### src/rtl/countdown_timer_bcd_if.sv
// countdown_timer_bcd_if: button, preset and display bundle of the BCD countdown timer
// Signals:
//   btn_start_stop  raw start / pause / resume / acknowledge pushbutton
//   btn_load        raw load-preset pushbutton
//   preset[15:0]    BCD preset {tens_s, units_s, deci_s, centi_s}
//   digits[15:0]    remaining time in BCD, same nibble order as preset
//   state[1:0]      00 IDLE, 01 RUN, 10 PAUSE, 11 EXPIRED
//   running         high iff state is RUN
//   alarm           high while expired until timeout or acknowledge
// master drives buttons and preset; slave (the timer) drives the display side.
interface countdown_timer_bcd_if;
    logic        btn_start_stop;
    logic        btn_load;
    logic [15:0] preset;
    logic [15:0] digits;
    logic [1:0]  state;
    logic        running;
    logic        alarm;
    modport master (output btn_start_stop, btn_load, preset, input digits, state, running, alarm);
    modport slave  (input btn_start_stop, btn_load, preset, output digits, state, running, alarm);
endinterface

### src/rtl/countdown_timer_bcd.sv
// countdown_timer_bcd: 4-digit BCD countdown timer (SS.cc) with debounced buttons and alarm
// Ports:
//   CLK_50M   system clock, rising edge
//   reset_n   asynchronous active-low reset, synchronous release
//   bus       countdown_timer_bcd_if.slave: raw buttons and preset in, digits/state/running/alarm out
module countdown_timer_bcd #(
    parameter int TICK_PERIOD     = 500000,
    parameter int DEBOUNCE_CYCLES = 500000,
    parameter int ALARM_TICKS     = 200
) (
    input logic                  CLK_50M,
    input logic                  reset_n,
    countdown_timer_bcd_if.slave bus
);
    localparam int TW = $clog2(TICK_PERIOD + 1);
    localparam int DW = $clog2(DEBOUNCE_CYCLES + 1);
    localparam int AW = $clog2(ALARM_TICKS + 1);

    typedef enum logic [1:0] {IDLE = 2'b00, RUN = 2'b01, PAUSE = 2'b10, EXPIRED = 2'b11} state_t;

    state_t        st;
    logic [15:0]   digits;
    logic          running;
    logic          alarm;
    logic [TW-1:0] tick_cnt;
    logic [AW-1:0] alarm_cnt;
    logic [1:0]    raw, s1, s2, deb, deb_d, press;
    logic [DW-1:0] dcnt [2];
    logic          start_p, load_p, tick;
    logic [15:0]   dec, clamped;

    // Only called with a nonzero value, so the borrow never runs off the top digit.
    function automatic logic [15:0] bcd_dec(input logic [15:0] v);
        logic [15:0] r;
        logic        borrow;
        r = v;
        borrow = 1'b1;
        for (int i = 0; i < 4; i++) begin
            if (borrow) begin
                borrow = v[4*i+:4] == 4'd0;
                r[4*i+:4] = borrow ? 4'd9 : v[4*i+:4] - 4'd1;
            end
        end
        return r;
    endfunction

    function automatic logic [15:0] bcd_clamp(input logic [15:0] v);
        logic [15:0] r;
        for (int i = 0; i < 4; i++) r[4*i+:4] = v[4*i+:4] > 4'd9 ? 4'd9 : v[4*i+:4];
        return r;
    endfunction

    assign raw     = {bus.btn_load, bus.btn_start_stop};
    assign press   = deb & ~deb_d;
    assign start_p = press[0];
    assign load_p  = press[1];
    assign tick    = (st == RUN || st == EXPIRED) && tick_cnt == TW'(TICK_PERIOD - 1);
    assign dec     = bcd_dec(digits);
    assign clamped = bcd_clamp(bus.preset);

    // Per button: 2-FF synchroniser, then the debounced level follows the synced level
    // only after DEBOUNCE_CYCLES consecutive disagreeing samples.
    always_ff @(posedge CLK_50M or negedge reset_n) begin
        if (!reset_n) begin
            s1      <= '0;
            s2      <= '0;
            deb     <= '0;
            deb_d   <= '0;
            dcnt[0] <= '0;
            dcnt[1] <= '0;
        end else begin
            s1    <= raw;
            s2    <= s1;
            deb_d <= deb;
            for (int i = 0; i < 2; i++) begin
                if (s2[i] == deb[i]) begin
                    dcnt[i] <= '0;
                end else if (dcnt[i] == DW'(DEBOUNCE_CYCLES - 1)) begin
                    deb[i]  <= s2[i];
                    dcnt[i] <= '0;
                end else begin
                    dcnt[i] <= dcnt[i] + DW'(1);
                end
            end
        end
    end

    always_ff @(posedge CLK_50M or negedge reset_n) begin
        if (!reset_n) begin
            st        <= IDLE;
            digits    <= '0;
            running   <= 1'b0;
            alarm     <= 1'b0;
            tick_cnt  <= '0;
            alarm_cnt <= '0;
        end else begin
            if (st == RUN || st == EXPIRED) tick_cnt <= tick ? '0 : tick_cnt + TW'(1);
            if (load_p) begin
                digits   <= clamped;
                st       <= IDLE;
                running  <= 1'b0;
                alarm    <= 1'b0;
                tick_cnt <= '0;
            end else begin
                case (st)
                    IDLE: if (start_p && digits != '0) begin
                        st       <= RUN;
                        running  <= 1'b1;
                        tick_cnt <= '0;
                    end
                    RUN: begin
                        if (tick) digits <= dec;
                        // Reaching zero wins over a simultaneous pause request.
                        if (tick && dec == '0) begin
                            st        <= EXPIRED;
                            running   <= 1'b0;
                            alarm     <= 1'b1;
                            alarm_cnt <= '0;
                        end else if (start_p) begin
                            st      <= PAUSE;
                            running <= 1'b0;
                        end
                    end
                    PAUSE: if (start_p) begin
                        st      <= RUN;
                        running <= 1'b1;
                    end
                    EXPIRED: begin
                        if (start_p || (tick && alarm_cnt == AW'(ALARM_TICKS - 1))) begin
                            st    <= IDLE;
                            alarm <= 1'b0;
                        end else if (tick) begin
                            alarm_cnt <= alarm_cnt + AW'(1);
                        end
                    end
                endcase
            end
        end
    end

    assign bus.digits  = digits;
    assign bus.state   = st;
    assign bus.running = running;
    assign bus.alarm   = alarm;
endmodule

### src/flat_wrapper.sv
// flat-port wrapper written by rule: the top's interface ports become plain ports
module countdown_timer_bcd_flat 
#(
    parameter int TICK_PERIOD     = 500000,
    parameter int DEBOUNCE_CYCLES = 500000,
    parameter int ALARM_TICKS     = 200
)
  (CLK_50M, reset_n, bus_btn_start_stop, bus_btn_load, bus_preset, bus_digits, bus_state, bus_running, bus_alarm);
  countdown_timer_bcd_if bus_i ();
  input logic CLK_50M;
  input logic reset_n;
  input wire logic [$bits(bus_i.btn_start_stop)-1:0] bus_btn_start_stop;
  input wire logic [$bits(bus_i.btn_load)-1:0] bus_btn_load;
  input wire logic [$bits(bus_i.preset)-1:0] bus_preset;
  output wire logic [$bits(bus_i.digits)-1:0] bus_digits;
  output wire logic [$bits(bus_i.state)-1:0] bus_state;
  output wire logic [$bits(bus_i.running)-1:0] bus_running;
  output wire logic [$bits(bus_i.alarm)-1:0] bus_alarm;
  assign bus_i.btn_start_stop = bus_btn_start_stop;
  assign bus_i.btn_load = bus_btn_load;
  assign bus_i.preset = bus_preset;
  assign bus_digits = bus_i.digits;
  assign bus_state = bus_i.state;
  assign bus_running = bus_i.running;
  assign bus_alarm = bus_i.alarm;
  countdown_timer_bcd #(.TICK_PERIOD(TICK_PERIOD), .DEBOUNCE_CYCLES(DEBOUNCE_CYCLES), .ALARM_TICKS(ALARM_TICKS)) u_core (.CLK_50M(CLK_50M), .reset_n(reset_n), .bus(bus_i));
endmodule
### config.mk
export PLATFORM = sky130hd
export DESIGN_NAME = countdown_timer_bcd_flat
export DESIGN_NICKNAME = d
export VERILOG_FILES = /design/src/rtl/countdown_timer_bcd_if.sv /design/src/rtl/countdown_timer_bcd.sv /design/src/flat_wrapper.sv
export SDC_FILE = /design/constraint.sdc
export NUM_CORES = 1
export LEC_CHECK = 0
export ABC_AREA = 1
export CAP_MARGIN = 25
export CORE_AREA = 2 2 146 148
export DETAILED_ROUTE_END_ITERATION = 7
export DIE_AREA = 0 0 148 150
export MAX_ROUTING_LAYER = met4
export REMOVE_ABC_BUFFERS = 1
export SLEW_MARGIN = 20
export SYNTH_ARGS = -nofsm -noshare
export SYNTH_HDL_FRONTEND = slang
export SYNTH_SLANG_ARGS = --single-unit
### constraint.sdc
create_clock -name CLK_50M -period 2.09 [get_ports CLK_50M]
set_clock_uncertainty 0.05 [all_clocks]
set_input_delay 0.209 -clock CLK_50M [delete_from_list [all_inputs] [get_ports CLK_50M]]
set_output_delay 0.209 -clock CLK_50M [all_outputs]
set_load 0.01 [all_outputs]
==> summary.txt <==
Rows = 53
Die ar. = 22200 µm²
CTS clock-pin slew for the worst setup and hold paths = 0.06 ns
DRT antenna net count = 0
Sink Count = 93
ys async rst share = 100%
nature of the critical path endpoint = register
routed length per placed instance = 11.7 µm
synthesized flop and latch total = 93
first-pass GRT wire length = 20500 µm
post-layout util = 32.2%
H-tree Lvls = 3
Synth Warn # = 0
Syn Inst Count = 641
EDFF count, synth = 0
worst vdd ir = 0.350 mV
Die X = 148 µm
layout cells sized above 1 = 19.1%
Worst EP required = 2.28 ns
DP HPWL = 8650 µm
Hold Violations, Final = 0
status = finished, final reports clean
post-synthesis sequential area ratio = 45.6%
synthesized area per cell = 7.97 µm²
largest net degree at the start of global routing = 39
fmax = 0.499 GHz
synth unique cells = 48
Layout Nets = 762
Remaining Overflow, GRT = 0
fin crit share = 95.9%
setup_tns = 0 ns
Cell Pwr Density = 534 nW/µm²
worst-margin pin slew = 0.493 ns
core area = 20700 µm²
max-slew violations = 0
critical path class = register to register
RSZ-0062 raised after global routing = true
# diodes = 0
synthesized cell area = 5110 µm²
Starting Density = 24.7%
Slew HR = 67.1%
fin crit period = 2.00 ns
leakage = 3.03 nW
Max Cap Viol = 0
CTS root buf = clkbuf_16
final wirelength = 11900 µm
ys flop type = dfrtp_1
# setup viols final = 0
Worst Setup Start Kind = register
initial antenna violation count = 0
Area Overhead vs Synth = 30.4%
Hold Path Class = input pin to register
Port Buffer Count = 39
DRC = 0
vias in the first global route = 4328
Avg Vias per Cell = 4.39
CP max FO = 7
Num CTS Buffers = 9
initial DRC count = 240
CTS tree = built
height of the die = 150 µm
Worst Path Arrival = 2.19 ns
total number of vias = 4470
Pre-Repair DR Iteration Count = 4
IO Pins = 40
buffer depth of the longest clock path = 2
Placer Congestion = 0.847
clk_lat worst skew = 0.35 ns
total global-route track usage = 11.8%
area by class of cell:
cell class	count	area [µm²]
Fill cell	2179	14000
Multi-Input combinational cell	452	2540
Sequential cell	93	2330
Timing Repair Buffer	92	813
Tap cell	275	344
Inverter	90	340
Clock buffer	14	274
Clock inverter	2	16.3
metal layers:
layer  vias to the layer above  share of wire [%]  wire length [µm]  global-route usage [%]
li1                       2296                  -                 -                       -
met1                      2110                 48              5690                    14.9
met2                        58                 48              5750                    18.6
met3                         6                3.4               403                    3.41
met4                         0               0.86               103                    3.19
met5                         -                  0                 0                       -
path summary, 6_finish.rpt:
path / from / end / slack, ns / cells past startpoint
worst max-delay path: u_core.bus.digits[2]$_DFFE_PN0P_ / u_core.alarm_cnt[6]$_DFFE_PN0P_ / 0.09 / 14
worst min-delay path: bus_btn_start_stop / u_core.s1[0]$_DFF_PN0_ / 0.25 / 1
worst max register to register: u_core.bus.digits[2]$_DFFE_PN0P_ / u_core.alarm_cnt[6]$_DFFE_PN0P_ / 0.09 / 14
worst min register to register: u_core.s1[1]$_DFF_PN0_ / u_core.s2[1]$_DFF_PN0_ / 0.30 / 0
max in group asynchronous: reset_n / u_core.bus.digits[0]$_DFFE_PN0P_ / 0.96 / 3
min in group asynchronous: reset_n / u_core.dcnt[18]$_DFF_PN0_ / 0.35 / 2
stage by stage:
step | setup slack, ns | total power, W | cells | cell area, µm² | hold slack (ns)
finish | 0.0867 | 0.00356 | 1018 | 6660 | 0.250
global route | -0.0591 | 0.00373 | 1018 | 6660 | 0.235
CTS | 0.0501 | 0.00363 | 1002 | 6410 | 0.231
detailed placement | -0.0222 | 0.00200 | 984 | 6090 | 0.158
global placement | 0.0657 | 0.00200 | 984 | 6090 | 0.165
floorplan | -0.0268 | 0.00189 | 634 | 5070 | -0.137
worst max-delay path: stages, from the launching register on:
cell and delay, ns:
dfrtp_1 0.41, nor2_4 0.17, nand2_4 0.10, nor2_8 0.14, nand2_4 0.10, nand2_2 0.08
nand2_2 0.05, inv_2 0.05, nand2_2 0.04, nor2_2 0.11, nand3_2 0.13, nand2_4 0.15
nand3_4 0.16, nand2_2 0.10, o21ai_2 0.05
repair_timing:
item,4_1_cts,5_1_grt
pin swaps,0,21
endpoints found under the hold margin,36,0
setup endpoints to repair,6,18
gates resized for setup,1,38
setup buffers,0,16
gates cloned,1,0
hold buffers,1,0
placed cells by master (no fill, tap or decap), types with 5 or more instances in the layout:
| cell type | instances |
|---|---|
| dfrtp_1 | 92 |
| a21oi_1 | 28 |
| xnor2_1 | 5 |
| inv_2 | 5 |
| nor2_4 | 6 |
| o21ai_2 | 8 |
| nor2_1 | 80 |
| nand4_1 | 20 |
| o21ai_0 | 30 |
| inv_1 | 83 |
| nor2_2 | 10 |
| nand2_1 | 103 |
| nor3_1 | 23 |
| xor2_1 | 24 |
| buf_4 | 51 |
| clkdlybuf4s50_1 | 38 |
| nor4_1 | 5 |
| nand2_2 | 14 |
| nand3_1 | 37 |
| clkbuf_16 | 9 |
flip-flops by register name, summed over array words and instances, names as in the netlist:
name,flops
u_core.bus.alarm,1
u_core.tick_cnt,19
u_core.alarm_cnt,8
u_core.deb,2
u_core.bus.running,1
u_core.bus.digits,16
u_core.s1,2
u_core.bus.state,2
u_core.dcnt,38
u_core.deb_d,2
u_core.s2,2
synth_stat cells (2+ instances only):
| master | instances | area share, % |
|---|---|---|
| inv_2 | 3 | 0.22 |
| and3_1 | 2 | 0.24 |
| a211oi_1 | 3 | 0.44 |
| o21ai_0 | 30 | 2.9 |
| nor2_1 | 86 | 6.3 |
| clkbuf_1 | 3 | 0.22 |
| inv_1 | 86 | 6.3 |
| a21oi_1 | 28 | 2.7 |
| nand3_2 | 2 | 0.39 |
| nor3b_1 | 3 | 0.44 |
| mux2_2 | 2 | 0.44 |
| nand2_2 | 7 | 0.86 |
| buf_2 | 2 | 0.20 |
| or2_2 | 4 | 0.49 |
| nor2_2 | 8 | 0.98 |
| ha_1 | 4 | 0.98 |
| o21ai_1 | 4 | 0.39 |
| nand3_1 | 40 | 3.9 |
| o21a_1 | 3 | 0.44 |
| o21ai_2 | 6 | 1.0 |
| nor2_4 | 2 | 0.44 |
| nand2_1 | 111 | 8.2 |
| xnor2_1 | 5 | 0.86 |
| a31oi_1 | 2 | 0.24 |
| xor2_1 | 24 | 4.1 |
| dfrtp_1 | 93 | 46 |
| o22ai_1 | 2 | 0.24 |
| o211ai_1 | 4 | 0.59 |
| nor3_1 | 26 | 2.5 |
| nand2_4 | 3 | 0.66 |
| nor3_2 | 3 | 0.59 |
| nand4_1 | 20 | 2.4 |
| nor4_1 | 5 | 0.61 |
kinds of logic after synthesis:
family,Yosys count,share of synthesized area [%]
adders and majority gates,4,0.980
buffers and inverters,97,7.40
DFF,93,45.6
AOI/OAI and AO/OA,91,10.7
and+or+nand+nor,325,30.0
xor gates and xnor gates,29,4.97
muxes,2,0.441
power by group:
part / internal (W) / leakage, nW / switching (W)
sequential: 0.00182 / 1.21 / 0.0000121
combinational: 0.0000652 / 1.68 / 0.0000763
clock: 0.000908 / 0.139 / 0.000681
(Power assumes the default switching activity.)
